===== config.mk =====
export PLATFORM = sky130hd
export DESIGN_NAME = bist_fail_log
export DESIGN_NICKNAME = d
export VERILOG_FILES = /design/src/rtl/bist_pkg.sv /design/src/rtl/bist_log_fifo.sv /design/src/rtl/bist_fail_log.sv
export SDC_FILE = /design/constraint.sdc
export NUM_CORES = 1
export LEC_CHECK = 0
export CORE_ASPECT_RATIO = 1.2
export CORE_MARGIN = 3
export CORE_UTILIZATION = 45
export DETAILED_ROUTE_END_ITERATION = 8
export PLACE_DENSITY = 0.69
export SLEW_MARGIN = 10
export SYNTH_ARGS = -nofsm -noshare
export SYNTH_HDL_FRONTEND = slang
export SYNTH_HIERARCHICAL = 1
export SYNTH_SLANG_ARGS = --single-unit
export TNS_END_PERCENT = 5

===== constraint.sdc =====
create_clock -name clk -period 2.9 [get_ports clk]
set_input_delay 0.725 -clock clk [delete_from_list [all_inputs] [get_ports clk]]
set_output_delay 0.725 -clock clk [all_outputs]
set_load 0.01 [all_outputs]

===== src/rtl/bist_pkg.sv =====
// Definitions shared between the Bist controller and its result checker:
// the run FSM encoding and the width of the mismatch counter.
package bist_pkg;

   typedef enum logic [1:0] {
      IDLE = 2'd0,
      RUN  = 2'd1,
      DONE = 2'd2
   } bist_state_t;

   // Two extra bits allow counting every word of the array with headroom
   function automatic int fail_cnt_width(input int adr_size);
      return adr_size + 2;
   endfunction

endpackage


===== src/rtl/bist_log_fifo.sv =====
// First-word-fall-through storage for failing address/syndrome pairs.
// A pop on a full log frees the slot that a same-cycle push then uses.
module bist_log_fifo
   import bist_pkg::*;
#(
   parameter int DEPTH = 4,
   parameter int WIDTH = 12
) (
   input  logic             clk,
   input  logic             rst,
   input  logic             clr,
   input  logic             push,
   input  logic             pop,
   input  logic [WIDTH-1:0] din,
   output logic [WIDTH-1:0] dout,
   output logic             empty,
   output logic             full
);

   localparam int PW = $clog2(DEPTH);
   localparam logic [PW:0] FULL_CNT = (PW + 1)'(DEPTH);

   logic [PW-1:0]    wr_ptr_reg, wr_ptr_next;
   logic [PW-1:0]    rd_ptr_reg, rd_ptr_next;
   logic [PW:0]      count_reg, count_next;
   logic [WIDTH-1:0] entry_data [DEPTH];
   logic             pop_ok;
   logic             push_ok;

   assign empty   = (count_reg == '0);
   assign full    = (count_reg == FULL_CNT);
   assign pop_ok  = pop && !empty;
   assign push_ok = push && (!full || pop_ok);
   assign dout    = empty ? '0 : entry_data[rd_ptr_reg];

   for (genvar gi = 0; gi < DEPTH; gi++) begin : g_entry
      logic [WIDTH-1:0] data_reg;

      always_ff @(posedge clk) begin
         if (push_ok && !clr && (wr_ptr_reg == PW'(gi))) begin
            data_reg <= din;
         end
      end

      assign entry_data[gi] = data_reg;
   end

   always_comb begin
      wr_ptr_next = wr_ptr_reg;
      rd_ptr_next = rd_ptr_reg;
      count_next  = count_reg;
      if (clr) begin
         wr_ptr_next = '0;
         rd_ptr_next = '0;
         count_next  = '0;
      end else begin
         if (push_ok) begin
            wr_ptr_next = wr_ptr_reg + PW'(1);
         end
         if (pop_ok) begin
            rd_ptr_next = rd_ptr_reg + PW'(1);
         end
         case ({push_ok, pop_ok})
            2'b10:   count_next = count_reg + (PW + 1)'(1);
            2'b01:   count_next = count_reg - (PW + 1)'(1);
            default: count_next = count_reg;
         endcase
      end
   end

   always_ff @(posedge clk or negedge rst) begin
      if (!rst) begin
         wr_ptr_reg <= '0;
         rd_ptr_reg <= '0;
         count_reg  <= '0;
      end else begin
         wr_ptr_reg <= wr_ptr_next;
         rd_ptr_reg <= rd_ptr_next;
         count_reg  <= count_next;
      end
   end

endmodule


===== src/rtl/bist_fail_log.sv =====
// Compares Bist read-back words, counts mismatches, logs the first DEPTH
// failures and reports the final pass/fail status of a run.
module bist_fail_log
   import bist_pkg::*;
#(
   parameter int ADR_SIZE  = 4,
   parameter int DATA_SIZE = 8,
   parameter int DEPTH     = 4
) (
   input  logic                            clk,
   input  logic                            rst,
   input  logic                            start,
   input  logic                            cmp_valid,
   input  logic [ADR_SIZE-1:0]             cmp_addr,
   input  logic [DATA_SIZE-1:0]            cmp_exp,
   input  logic [DATA_SIZE-1:0]            cmp_act,
   input  logic                            test_done,
   input  logic                            log_rd,
   output logic [ADR_SIZE-1:0]             log_addr,
   output logic [DATA_SIZE-1:0]            log_syn,
   output logic                            log_empty,
   output logic                            overflow,
   output logic [fail_cnt_width(ADR_SIZE)-1:0] fail_cnt,
   output logic                            status,
   output logic                            done
);

   localparam int CW = fail_cnt_width(ADR_SIZE);
   localparam int LW = ADR_SIZE + DATA_SIZE;

   bist_state_t   state_reg, state_next;
   logic [CW-1:0] fail_cnt_reg, fail_cnt_next;
   logic          overflow_reg, overflow_next;
   logic          done_reg, done_next;
   logic          status_reg, status_next;
   logic          mismatch;
   logic          fifo_clr;
   logic          log_full;
   logic [LW-1:0] log_head;

   always_comb begin
      state_next    = state_reg;
      fail_cnt_next = fail_cnt_reg;
      overflow_next = overflow_reg;
      done_next     = done_reg;
      status_next   = status_reg;
      mismatch      = 1'b0;
      fifo_clr      = 1'b0;
      // start wins over any compare or test_done in the same cycle
      if (start) begin
         state_next    = RUN;
         fail_cnt_next = '0;
         overflow_next = 1'b0;
         done_next     = 1'b0;
         status_next   = 1'b0;
         fifo_clr      = 1'b1;
      end else begin
         case (state_reg)
            RUN: begin
               mismatch = cmp_valid && (cmp_exp != cmp_act);
               if (mismatch) begin
                  if (fail_cnt_reg != '1) begin
                     fail_cnt_next = fail_cnt_reg + CW'(1);
                  end
                  // a full log only drops the entry if no pop makes room
                  if (log_full && !log_rd) begin
                     overflow_next = 1'b1;
                  end
               end
               if (test_done) begin
                  state_next  = DONE;
                  done_next   = 1'b1;
                  status_next = (fail_cnt_reg == '0) && !mismatch;
               end
            end
            default: begin
            end
         endcase
      end
   end

   always_ff @(posedge clk or negedge rst) begin
      if (!rst) begin
         state_reg    <= IDLE;
         fail_cnt_reg <= '0;
         overflow_reg <= 1'b0;
         done_reg     <= 1'b0;
         status_reg   <= 1'b0;
      end else begin
         state_reg    <= state_next;
         fail_cnt_reg <= fail_cnt_next;
         overflow_reg <= overflow_next;
         done_reg     <= done_next;
         status_reg   <= status_next;
      end
   end

   bist_log_fifo #(
      .DEPTH (DEPTH),
      .WIDTH (LW)
   ) u_log (
      .clk   (clk),
      .rst   (rst),
      .clr   (fifo_clr),
      .push  (mismatch),
      .pop   (log_rd),
      .din   ({cmp_addr, cmp_exp ^ cmp_act}),
      .dout  (log_head),
      .empty (log_empty),
      .full  (log_full)
   );

   assign log_addr = log_head[LW-1:DATA_SIZE];
   assign log_syn  = log_head[DATA_SIZE-1:0];
   assign fail_cnt = fail_cnt_reg;
   assign overflow = overflow_reg;
   assign done     = done_reg;
   assign status   = status_reg;

endmodule

==> reports/qor.csv <==
stage;metric;value;unit
worst_setup_path;Crit. Startpoint;cmp_exp[2];
logic_synthesis;Compound-Gate Fraction of Synth Area;5.94;%
logic_synthesis;register area share after synthesis;61.1;%
worst_setup_path;crit-path cells;clkdlybuf4s15_1 > xor2_2 > or4_4 > o21ai_4 > nor3_4 > nor3b_2 > fa_2 > or3b_1 > or3_1 > a31oi_1;
worst_setup_path;CP startpoint kind;primary input;
route;vias per cell;5.19;
logic_synthesis;Synthesized Nets;242;
worst_setup_path;Crit Reg-Reg Startpoint;u_log/count_reg[1]$_DFFE_PN0P_;
power_and_ir_drop;Pwr Total;2110;µW
cells_and_area;area of the multi-input gates;0.00118;mm²
global_routing;first-pass GRT wire length;9.66;mm
place;Place WS;-0.731;ns
cells_and_area;nets;323;
run_status;run status;complete, no violations;
logic_synthesis;top_reg_cell synth;edfxtp_1;
worst_setup_path;critical path class;primary input to register;
clock_network;hold buffers post-CTS;0;
route;Routed Antenna Nets;0;
logic_synthesis;share of flip-flops with an asynchronous set or reset;26.2;%
sta;post-route clock period utilization;96.5;%
clock_network;CTS sink count;65;
global_routing;GRT Residual Overflow;0;
worst_setup_path;crit path DAT;3.05;ns
route;TritonRoute pass-1 iters;4;
floorplan;Initial Utilization;47.1;%
clock_network;clock latency on the worst-skew pair;0.34;ns
worst_setup_path;crit path to;u_log/count_reg[2]$_DFFE_PN0P_;
route;Total Wirelength;6.07;mm
worst_setup_path;CP max FO;4;
worst_setup_path;CP peak stage delay;0.37;ns
logic_synthesis;adder-cell share of the synthesized area;3.11;%
job;Max Cap Viol;0;
logic_synthesis;syn_area_per_cell;14.6;µm²
clock_network;Num CTS Buffers;9;
worst_setup_path;reg2reg path depth;7;
logic_synthesis;main combinational cell family by area after synthesis;simple AND/OR/NAND/NOR gates;
clock_network;Reg clk slew, reported paths;0.07;ns
clock_network;clk buf depth;2;
clock_network;clk root buf;clkbuf_8;
place;placed cell areas;0.00378;mm²
logic_synthesis;mux share of post-synthesis cell area;10.5;%
floorplan;die area;0.00781;mm²
sta;final setup fails;0;
route;DR WL/cell;16.0;µm
logic_synthesis;Post-Synth Simple-Gate Area;12.6;%
logic_synthesis;FF+latch count, synth;65;
hold_path;hold crit path type;register to register;
worst_setup_path;Top Family by Delay on Critical Path;simple AND/OR/NAND/NOR gates;
global_routing;GRT Overall Usage;16.8;%
clock_network;H-tree levels;3;
worst_setup_path;WP data required;3.16;ns
cells_and_area;ANT cells;0;
clock_network;TritonCTS clock tree;yes;
power_and_ir_drop;Pleak;0.00161;µW
logic_synthesis;Synth area leaders;edfxtp_1 (47%), dfrtp_1 (14%), mux4_2 (8.9%), xor2_1 (3.2%), nor2b_1 (3.1%);
sta;Slew @ Worst Pin;0.815;ns
power_and_ir_drop;Pwr Density;508;mW/mm²
place;IO buf count;47;
cells_and_area;fin util;64.1;%
floorplan;Placeable Area;0.00649;mm²
cells_and_area;share of cells above drive strength 1;27.8;%
global_routing;vias in the first global route;2008;
global_routing;largest net degree at the start of global routing;25;
cells_and_area;Finished Cell Area;0.00416;mm²
place;Detail Placement HPWL;4.09;mm
sta;Worst slew margin;45.5;%
cells_and_area;most frequent cells in the layout;edfxtp_1 (48), clkdlybuf4s50_1 (31), buf_4 (31), dfrtp_1 (17), nor2b_1 (15);
sta;Final Hold Vio Count;0;
sta;Worst Hold Margin;0.518;ns
cells_and_area;most common cell after layout, fill and taps aside;edfxtp_1;
logic_synthesis;Post-Syn Instances;209;
route;DRC Markers;0;
cells_and_area;FF+latch area;0.00187;mm²
cells_and_area;Fillers;492;
floorplan;chip height;96.2;µm
route;Vias;1974;
worst_setup_path;critical path capture point type;register;
sta;Period minus WS final;2.80;ns
sta;max-slew violation count;0;
logic_synthesis;Warnings, synthesis;6;
cells_and_area;max reg flops;48;
logic_synthesis;EDFF count, synth;48;
cells_and_area;Synth-to-Final Area Change;36.1;%
floorplan;I/O pin total;48;
route;Initial DRC Count;125;
sta;Layout Skew;0.00716;ns
floorplan;Rows;32;
logic_synthesis;Cell Area, Synth;0.00305;mm²
logic_synthesis;top cell type by total area after synthesis;edfxtp_1;
logic_synthesis;Synth cell types;45;
power_and_ir_drop;Peak VDD IR;0.314;mV
worst_setup_path;slowest CP cell;fa_2;
worst_setup_path;Worst R2R Setup Slack;0.52;ns
logic_synthesis;Post-Synth XOR/XNOR Area;3.73;%
logic_synthesis;Synth top area share;47.2;%
sta;Fmax;357;MHz
global_routing;initial antenna violation count;0;
place;placer congestion estimate;0.863;
worst_setup_path;WP buf/inv;1;
worst_setup_path;WP depth;10;
floorplan;die width;81.2;µm
worst_setup_path;Reg2Reg Capture Point;u_log/count_reg[2]$_DFFE_PN0P_;
sta;post-route worst setup slack;0.103;ns
[layout make-up]
cell class / count / share of cell area [%]
Sequential cell: 65 / 44.9
Multi-Input combinational cell: 127 / 28.5
Inverter: 7 / 0.632
Clock buffer: 10 / 3.07
Clock inverter: 6 / 1.99
Timing Repair Buffer: 80 / 18.3
Tap cell: 85 / 2.56
[cell usage after synthesis (2+ instances only)]
| library cell | count |
|---|---|
| o21ai_0 | 4 |
| inv_1 | 7 |
| mux2i_1 | 2 |
| nor3b_1 | 6 |
| nand2_1 | 8 |
| nand4_1 | 2 |
| mux4_2 | 12 |
| dfrtp_1 | 17 |
| mux2_4 | 2 |
| xor2_1 | 11 |
| or3b_1 | 2 |
| nor4_1 | 2 |
| buf_2 | 3 |
| nor2b_1 | 15 |
| edfxtp_1 | 48 |
| or4_4 | 2 |
| nand2b_1 | 4 |
| o2111ai_1 | 4 |
| xnor2_1 | 2 |
| o211ai_1 | 2 |
| buf_4 | 3 |
| nor3_1 | 2 |
| a21oi_1 | 7 |
| nor2_1 | 12 |
| o21bai_1 | 2 |
| nand3_1 | 3 |
| clkbuf_1 | 2 |
| ha_1 | 6 |
[worst register-to-register path, stage by stage (launching register included)]
cell and delay [ns]:
dfrtp_1 0.49, nor3_1 0.23, buf_4 0.24, nor3b_2 0.08, fa_2 0.37, or3b_1 0.37
or3_1 0.35, a31oi_1 0.17
[where the power goes]
part           leakage, µW  switching, µW  internal (µW)
registers         0.000663           13.0           1020
logic             0.000836            121            142
clock network     0.000108            333            480
[worst min-delay path by stage]
stage                    startpoint                       to  slack, ns  cells after the start
5_1_grt        overflow$_DFFE_PN0P_     overflow$_DFFE_PN0P_       0.56                      2
4_1_cts        overflow$_DFFE_PN0P_     overflow$_DFFE_PN0P_       0.52                      2
3_3_place_gp   overflow$_DFFE_PN0P_     overflow$_DFFE_PN0P_       0.51                      2
2_1_floorplan                   rst  fail_cnt[0]$_DFFE_PN0P_       0.43                      0
3_5_place_dp   overflow$_DFFE_PN0P_     overflow$_DFFE_PN0P_       0.51                      2
6_report       overflow$_DFFE_PN0P_     overflow$_DFFE_PN0P_       0.52                      2
[layer usage]
layer,share of wire (%),up-vias,track usage [%],routed length [µm]
met5,0,-,0,0
met4,1.7,0,7.04,105
met3,4.5,11,3.84,274
met2,52,49,28.7,3140
met1,42,971,20.5,2560
li1,-,943,-,-
[metrics by stage]
stage / cells / TNS [ns]
finish: 380 / 0
floorplan: 209 / -13.25
CTS: 373 / -0.0606
global route: 380 / -0.0146
detailed placement: 356 / -22.03
global placement: 356 / -17.42
[cell families (layout without fill, tap and decap cells)]
| family | Yosys count | in the layout |
|---|---|---|
| flops | 65 | 65 |
| simple gates | 65 | 65 |
| buf+inv | 17 | 103 |
| compound gates | 26 | 26 |
| mux | 16 | 16 |
| fa+ha+maj | 7 | 7 |
| xor+xnor | 13 | 13 |
[timing repair]
action	CTS	global route
gates cloned	0	0
resized for setup	13	19
setup endpoints to repair	23	14
setup buffers	2	7
pin swaps	9	17
(Power assumes the default switching activity.)
